==> config.mk <==
export PLATFORM = sky130hd
export DESIGN_NAME = fetch_unit
export DESIGN_NICKNAME = d
export VERILOG_FILES = /design/src/rtl/mips_pkg.sv /design/src/rtl/fetch_queue.sv /design/src/rtl/fetch_unit.sv
export SDC_FILE = /design/constraint.sdc
export NUM_CORES = 1
export LEC_CHECK = 0
export CORE_MARGIN = 2
export CORE_UTILIZATION = 58
export DETAILED_ROUTE_END_ITERATION = 10
export GPL_TIMING_DRIVEN = 0
export PLACE_DENSITY = 0.84
export RECOVER_POWER = 50
export SLEW_MARGIN = 10
export SYNTH_ARGS = -nofsm -noshare
export SYNTH_HDL_FRONTEND = slang
export SYNTH_SLANG_ARGS = --single-unit
==> constraint.sdc <==
create_clock -name clk -period 10.1 [get_ports clk]
set_clock_uncertainty 0.15 [all_clocks]
set_input_delay 1.515 -clock clk [delete_from_list [all_inputs] [get_ports clk]]
set_output_delay 1.515 -clock clk [all_outputs]
set_load 0.1 [all_outputs]
==> src/rtl/mips_pkg.sv <==
// Shared types and constants for the MIPS fetch front end.
package mips_pkg;

  localparam int INSTR_W = 32;
  localparam int ADDR_W  = 32;

  localparam logic [INSTR_W-1:0] NOP_INSTR = 32'h0000_0000;
  localparam logic [ADDR_W-1:0]  PC_STEP   = 32'd4;

  typedef enum logic [1:0] {
    IDLE    = 2'd0,
    WAIT    = 2'd1,
    DISCARD = 2'd2
  } fetch_state_t;

  // Wraps mod 2^32; the low two bits are untouched because PC_STEP is word-aligned.
  function automatic logic [ADDR_W-1:0] pc_inc(input logic [ADDR_W-1:0] pc);
    return pc + PC_STEP;
  endfunction

endpackage

==> src/rtl/fetch_queue.sv <==
// DEPTH-entry {instr, pc} FIFO between instruction memory and the IF/ID register.
module fetch_queue
  import mips_pkg::*;
#(
  parameter int DEPTH = 2,
  localparam int PW = (DEPTH > 1) ? $clog2(DEPTH) : 1,
  localparam int CW = $clog2(DEPTH + 1)
) (
  input  logic               clk_i,
  input  logic               rst_ni,
  input  logic               push_i,
  input  logic [INSTR_W-1:0] instr_i,
  input  logic [ADDR_W-1:0]  pc_i,
  input  logic               pop_i,
  input  logic               flush_i,
  output logic [CW-1:0]      count_o,
  output logic               head_valid_o,
  output logic [INSTR_W-1:0] head_instr_o,
  output logic [ADDR_W-1:0]  head_pc_o
);

  logic [INSTR_W-1:0] instr_q [DEPTH];
  logic [ADDR_W-1:0]  pc_q    [DEPTH];
  logic [PW-1:0]      wr_ptr_q, rd_ptr_q;
  logic [CW-1:0]      count_q, count_d;

  always_comb begin
    count_d = count_q;
    if (flush_i) begin
      count_d = '0;
    end else if (push_i && !pop_i) begin
      count_d = count_q + CW'(1);
    end else if (pop_i && !push_i) begin
      count_d = count_q - CW'(1);
    end
  end

  // A push into a full queue is only legal together with a pop; the slot written
  // is the head being consumed this same edge.
  always_ff @(posedge clk_i or negedge rst_ni) begin
    if (!rst_ni) begin
      wr_ptr_q <= '0;
      rd_ptr_q <= '0;
      count_q  <= '0;
      for (int i = 0; i < DEPTH; i++) begin
        instr_q[i] <= NOP_INSTR;
        pc_q[i]    <= '0;
      end
    end else if (flush_i) begin
      wr_ptr_q <= '0;
      rd_ptr_q <= '0;
      count_q  <= '0;
    end else begin
      if (push_i) begin
        instr_q[wr_ptr_q] <= instr_i;
        pc_q[wr_ptr_q]    <= pc_i;
        wr_ptr_q          <= wr_ptr_q + PW'(1);
      end
      if (pop_i) begin
        rd_ptr_q <= rd_ptr_q + PW'(1);
      end
      count_q <= count_d;
    end
  end

  assign count_o      = count_q;
  assign head_valid_o = (count_q != '0);
  assign head_instr_o = instr_q[rd_ptr_q];
  assign head_pc_o    = pc_q[rd_ptr_q];

endmodule

==> src/rtl/fetch_unit.sv <==
// Instruction-fetch front end: PC, imem req/ack sequencing, redirect and stall absorption.
//   state   | meaning
//   IDLE    | no request outstanding
//   WAIT    | request outstanding, response will be queued
//   DISCARD | request outstanding, response belongs to a squashed path
module fetch_unit
  import mips_pkg::*;
#(
  parameter logic [ADDR_W-1:0] RESET_PC = 32'h0000_0000,
  parameter int                DEPTH    = 2
) (
  input  logic               clk,
  input  logic               rst,
  input  logic               stall,
  input  logic               redirect,
  input  logic [ADDR_W-1:0]  redirect_pc,
  output logic               imem_req,
  output logic [ADDR_W-1:0]  imem_addr,
  input  logic               imem_ack,
  input  logic [INSTR_W-1:0] imem_rdata,
  output logic               inst_valid,
  output logic [INSTR_W-1:0] inst,
  output logic [ADDR_W-1:0]  inst_pc,
  output logic [ADDR_W-1:0]  pc_plus4
);

  localparam int CW = $clog2(DEPTH + 1);

  fetch_state_t      state_q, state_d;
  logic [ADDR_W-1:0] fetch_pc_q, fetch_pc_d;
  logic [ADDR_W-1:0] addr_q, addr_d;
  logic [CW-1:0]     queue_count, count_next;
  logic              push, pop, room;

  assign pop  = inst_valid & ~stall & ~redirect;
  assign push = (state_q == WAIT) & imem_ack & ~redirect;

  always_comb begin
    count_next = queue_count;
    if (redirect) begin
      count_next = '0;
    end else if (push && !pop) begin
      count_next = queue_count + CW'(1);
    end else if (pop && !push) begin
      count_next = queue_count - CW'(1);
    end
  end

  // Issuing only while count_next < DEPTH keeps count + outstanding within DEPTH.
  assign room = (count_next < CW'(DEPTH));

  // addr_q is the address of the request on the bus; it diverges from fetch_pc_q
  // only in DISCARD, where the squashed request must stay stable until its ack.
  always_comb begin
    state_d    = state_q;
    fetch_pc_d = fetch_pc_q;
    addr_d     = addr_q;
    unique case (state_q)
      IDLE: begin
        if (redirect) begin
          state_d    = WAIT;
          fetch_pc_d = redirect_pc;
          addr_d     = redirect_pc;
        end else if (room) begin
          state_d = WAIT;
          addr_d  = fetch_pc_q;
        end
      end
      WAIT: begin
        if (redirect) begin
          fetch_pc_d = redirect_pc;
          if (imem_ack) begin
            addr_d = redirect_pc;
          end else begin
            state_d = DISCARD;
          end
        end else if (imem_ack) begin
          fetch_pc_d = pc_inc(fetch_pc_q);
          addr_d     = fetch_pc_d;
          state_d    = room ? WAIT : IDLE;
        end
      end
      DISCARD: begin
        if (redirect) begin
          fetch_pc_d = redirect_pc;
        end
        if (imem_ack) begin
          state_d = WAIT;
          addr_d  = fetch_pc_d;
        end
      end
      default: state_d = IDLE;
    endcase
  end

  always_ff @(posedge clk or negedge rst) begin
    if (!rst) begin
      state_q    <= IDLE;
      fetch_pc_q <= RESET_PC;
      addr_q     <= RESET_PC;
    end else begin
      state_q    <= state_d;
      fetch_pc_q <= fetch_pc_d;
      addr_q     <= addr_d;
    end
  end

  fetch_queue #(.DEPTH(DEPTH)) u_queue (
    .clk_i        (clk),
    .rst_ni       (rst),
    .push_i       (push),
    .instr_i      (imem_rdata),
    .pc_i         (addr_q),
    .pop_i        (pop),
    .flush_i      (redirect),
    .count_o      (queue_count),
    .head_valid_o (inst_valid),
    .head_instr_o (inst),
    .head_pc_o    (inst_pc)
  );

  assign imem_req  = (state_q != IDLE);
  assign imem_addr = addr_q;
  assign pc_plus4  = pc_inc(inst_pc);

endmodule

* After elaboration in Yosys (flattened, before gate mapping)
Cells that the tools add are included.
** Storage, ports and cells
- Register bits after elaboration :: 198
- Latch bits :: 0
- RAM bits :: 0
- ROM bits :: 0
- Input port bits :: 69
- Output and inout port bits :: 130
- Logic and storage cells :: 87
- Memories :: 0
** Operators by class
- Add/subtract/negate cells :: 6
- $mul :: 0
- Divide/modulo/power cells :: 0
- Magnitude comparators :: 4
- Equality and inequality tests :: 7
- Shifts and indexed selects :: 0
- Mux-type cells :: 35
- Bitwise gates (word level) :: 8
- Reductions and logical operators :: 17
** Operator list (count)
- 2-to-1 mux 32 bit :: 15
- bitwise mux 64 bit :: 2
- one-hot mux 32 bit (3 select lines) :: 1
- adder 32 x 3 -> 32 bit (second input constant) :: 2
- one-hot mux 32 bit (2 select lines) :: 1
- demux 32 bit (select 1 bit) :: 1
- 2-to-1 mux 2 bit :: 9
- nonzero test 2 bit :: 5
- != test 3 bit (second input constant) :: 3
- AND reduction 4 bit :: 2
- one-hot mux 2 bit (3 select lines) :: 1
- 2-to-1 mux 1 bit :: 5
- bitwise AND 1 bit :: 4
- >= comparator 2 bit (second input constant) :: 2
- != test 2 bit (second input constant) :: 2
- NOT 1 -> 2 bit :: 2
- AND reduction 2 bit :: 2
- logical AND 1 bit :: 3
- nonzero test 3 bit :: 1
- adder 1 bit (second input constant) :: 2
- adder 2 x 1 -> 2 bit (second input constant) :: 1
- equality test 2 x 1 -> 1 bit (second input constant) :: 1
- equality test 2 bit (second input constant) :: 1
- logical NOT 1 bit :: 2
- 6 further kinds :: 7

* Longest topological paths before layout
- Word-level depth :: 13
- Depth in mapped cells :: 13
- Depth with buffers taken out :: 8

* By module
From an unflattened synthesis, not the netlist that was laid out.
** Second synthesis, totals
- Cells, all modules :: 961
- Area total of the unflattened synthesis :: 11217.0 sq um
** By module, submodules not included
- fetch_queue :: instances 1, cells an instance 360, area an instance 6040.8 sq um, seq. area each 3303.2 sq um
- fetch_unit :: instances 1, cells an instance 601, area an instance 5176.2 sq um, seq. area each 1651.6 sq um

* Worst setup path after synthesis
No wires, ideal clock.
- Path kind :: reg2out
- Start point :: reg u_queue.rd_ptr_q
- End point :: out pc_plus4[28]
- Arrival time :: 6633 ps
- Required time :: 8435 ps
- Setup slack :: 1802 ps
- Stages on the path, launching flop included :: 14
- Path buffers :: 5
- Cell sequence :: dfrtp_1 buf_4 buf_2 buf_2 clkbuf_1 buf_2 mux2i_1 inv_1 ha_1 inv_1 a211oi_2 nand2_1 nor3_1 xnor2_1
** On the way
- Longest elaborated chain between the ends :: 5
** RTL lines
- start, declared :: RTL line fetch_queue.sv:24 : logic [PW-1:0] wr_ptr_q, rd_ptr_q;
- start signal, assigned :: RTL line fetch_queue.sv:60 : rd_ptr_q <= rd_ptr_q + PW'(1);
- NOT 1 -> 2 bit (implied by the code) :: RTL line fetch_queue.sv:69 : assign head_pc_o = pc_q[rd_ptr_q];
- 2-to-1 mux 32 bit (implied by the code) (3 in series) :: RTL line fetch_queue.sv:69
- net inst_pc[2] :: RTL line fetch_unit.sv:23 : output logic [ADDR_W-1:0] inst_pc,
- adder 32 x 3 -> 32 bit :: RTL line mips_pkg.sv:18 : return pc + PC_STEP;
- end, declared :: RTL line fetch_unit.sv:24 : output logic [ADDR_W-1:0] pc_plus4
The timed path passes the listed nets, and every way through them passes these cells. The select of a mux whose other input is x is not followed.

* Worst setup path after layout
- Start point :: reg u_queue.rd_ptr_q
- End point :: out pc_plus4[22]
** On the way
- Longest elaborated chain between the ends :: 5
** RTL lines (RTL line)
- NOT 1 -> 2 bit (implied by the code) :: fetch_queue.sv:69
- 2-to-1 mux 32 bit (implied by the code) (3 in series) :: fetch_queue.sv:69
- adder 32 x 3 -> 32 bit :: mips_pkg.sv:18
Every way passes these cells. The select of a mux whose other input is x is not followed.

==> flow_summary.toml <==
[run_status]
outcome = "complete, but fails checks"
failed_checks = "max-capacitance violations, max-slew violations"

[clock_network]
clk_pin_slew_worst_paths_ns = 0.07
cts_tree = "yes"
post_cts_buffers = 0
cts_root_buf = "clkbuf_16"
ctsResizeCount = 0
numCtsBuffers = 17
cts_max_level = 4
clock_path_buffers = 2
ctsHoldBuffers = 0
cts.sinks = 198
clk_latency_ns = 0.43

[die]
pin_count = 199
initial_core_util_pct = 58.9
die_h_um = 142
fp.coreArea_sq_mm = 0.0186
rows = 50
die-area_sq_mm = 0.0201
die_width_um = 142

[finish]
fin_nets = 1316
layout_common_cells = "dfrtp_1, mux2_2, clkdlybuf4s50_1"
mostFrequentLayoutCell = "dfrtp_1"
layout-drive-gt1-share_pct = 21.7
final_cell_area_sq_mm = 0.0138
area.growth.synth_to_final_pct = 25.9
fill_cells = 1317
n_antenna_cell = 0

[routing]
drc = 0
ant_nets = 0
first_pass_iters = 5
wire_per_inst_um = 21.9
drtIter0Drc = 780
vias = 9278
routed_wl_um = 32700
viasPerCell = 6.22

[min_path]
hp-class = "register to register"

[synthesis]
synth_xor_xnor_area_share_pct = 2.95
yosys.area_share.simple_pct = 14.4
synthFlopType = "dfrtp_1"
synth.cell_area_sq_mm = 0.0110
synth-seq-cells = 198
synth_top_cell_by_area = "dfrtp_1"
synth-seq-area-share_pct = 45.1
synth_edf_count = 0
async_flop_share_pct = 100
synth_mux_area_share_pct = 22.6
synth_top_cell_area_share_pct = 45.1
syn_inst = 1027
syn-mean-instance-area_sq_um = 10.7
synth_fa_ha_area_share_pct = 0.342
synth_top_family_by_area = "multiplexers"
syn-num-nets = 1099
synth_cell_types = 67
ys_top_cells_by_area = "dfrtp_1, mux2_2, nand2_1"
yosys_warnings = 0
synth_compound_area_share_pct = 10.5

[worst_setup_path]
path_class = "register to primary output"
start_kind = "register"
cp.required_ns = 8.44
crit_path_end_kind = "primary output"
crit_arrival_ns = 5.61
cp_max_fo = 10

[global_route]
grt_max_degree = 103
grt_pass1_wl_um = 51200
antenna_found_initial = 0
grt_usage_pct = 32.9
grt_overflow = 0
grt_pass1_vias = 9214

[sta]
setup_viol = 0
fmax_mhz = 137
maxSlewHeadroom_pct = -270
hold_violations = 0
min_period_over_period_pct = 72.0
tns_ns = 0
slew_violations = 114
rsz0062_at_grt = "false"
worst_pin_slew_ns = 5.55
min_period_ns = 7.28

[place]
io_buffers = 197
hpwl_um = 23800
post_dp_cell_area_sq_mm = 0.0133
place_congestion = 0.990

[run]
drv_cap = 2
cells in the mapped netlist (all sizes together) (3+ instances only):
library cell	instances
dfrtp	198
mux2	194
nand2	88
o21ai	50
nor2	43
buf	39
clkbuf	33
a21oi	32
mux2i	30
nand3	30
inv	25
nor3	24
nand4	21
xnor2	21
nor2b	20
and3	18
xor2	16
nor4	12
a211oi	11
a31oi	9
a22oi	8
nand2b	8
o31ai	8
a21o	7
nand3b	7
nand4b	6
a21boi	5
a221oi	5
and2	5
o22ai	5
or3	5
a22o	4
o21bai	4
o32ai	4
a32oi	3
ha	3
nor3b	3
o211ai	3
per-layer routing:
layer	share of wire (%)	global-route usage [%]	up-vias
met4	3.4	13.7	0
met3	8.3	6.34	92
li1	-	-	4163
met1	40	43.1	4538
met2	48	54.0	485
met5	0	0	-
cell families after synthesis:
kind of cell | Yosys count
mux | 224
buf+inv | 97
compound gates | 173
fa+ha+maj | 3
xor+xnor | 37
flops | 198
simple gates | 295
final cells by class:
| cell class | count | area, sq um | area share, % |
|---|---|---|---|
| multi-input combinational | 732 | 5580 | 40.4 |
| sequential | 198 | 4950 | 35.8 |
| timing repair buffer | 198 | 1990 | 14.4 |
| clock buffer | 18 | 439 | 3.18 |
| buffer | 72 | 328 | 2.37 |
| tap | 234 | 293 | 2.12 |
| clock inverter | 14 | 141 | 1.02 |
| inverter | 25 | 93.8 | 0.679 |
per-stage QoR:
| stage | setup slack, ns | instances | util, % | hold WS (ns) |
|---|---|---|---|---|
| after CTS | 2.88 | 1491 | 74.4 | 0.347 |
| after detailed placement | 3.40 | 1459 | 71.2 | 0.331 |
| final | 2.82 | 1491 | 74.2 | 0.341 |
| after global routing | 2.56 | 1491 | 74.2 | 0.363 |
| after global placement | -0.805 | 1458 | 71.1 | 0.310 |
| after floorplan | 1.80 | 1027 | - | 0.295 |
sequential cells by signal, summed over array words and instances, names as in the netlist:
register,flops
u_queue.rd_ptr_q,1
state_q,2
u_queue.instr_q,64
imem_addr,32
fetch_pc_q,32
u_queue.count_o,2
u_queue.wr_ptr_q,1
u_queue.pc_q,64
worst max-delay path, stage by stage, from the launching register on:
cell	delay [ns]
dfrtp_1	0.34
buf_4	0.16
buf_2	0.29
buf_2	0.33
clkbuf_1	0.52
buf_2	0.41
mux2i_1	0.15
inv_1	0.09
ha_1	0.23
inv_1	0.07
a211oi_2	0.50
nand2_1	0.36
nor3b_1	0.34
xor2_1	0.19
clkdlybuf4s50_1	1.18
final timing paths:
| path | start | to | slack, ns | cells past startpoint |
|---|---|---|---|---|
| worst max-delay path | u_queue.rd_ptr_q$_DFFE_PN0P_ | pc_plus4[22] | 2.82 | 14 |
| worst min-delay path | fetch_pc_q[0]$_DFFE_PN0P_ | fetch_pc_q[0]$_DFFE_PN0P_ | 0.34 | 2 |
| worst max register to register | state_q[0]$_DFFE_PN0P_ | u_queue.instr_q[34]$_DFFE_PN0P_ | 6.25 | 5 |
| worst min register to register | fetch_pc_q[0]$_DFFE_PN0P_ | fetch_pc_q[0]$_DFFE_PN0P_ | 0.34 | 2 |
| max in group asynchronous | rst | fetch_pc_q[6]$_DFFE_PN0P_ | 3.75 | 1 |
| min in group asynchronous | rst | u_queue.instr_q[22]$_DFFE_PN0P_ | 2.95 | 1 |
Power is left out: the tool's default activity adds up to more than one toggle a clock period on the data nets, which glitch-free logic cannot reach.
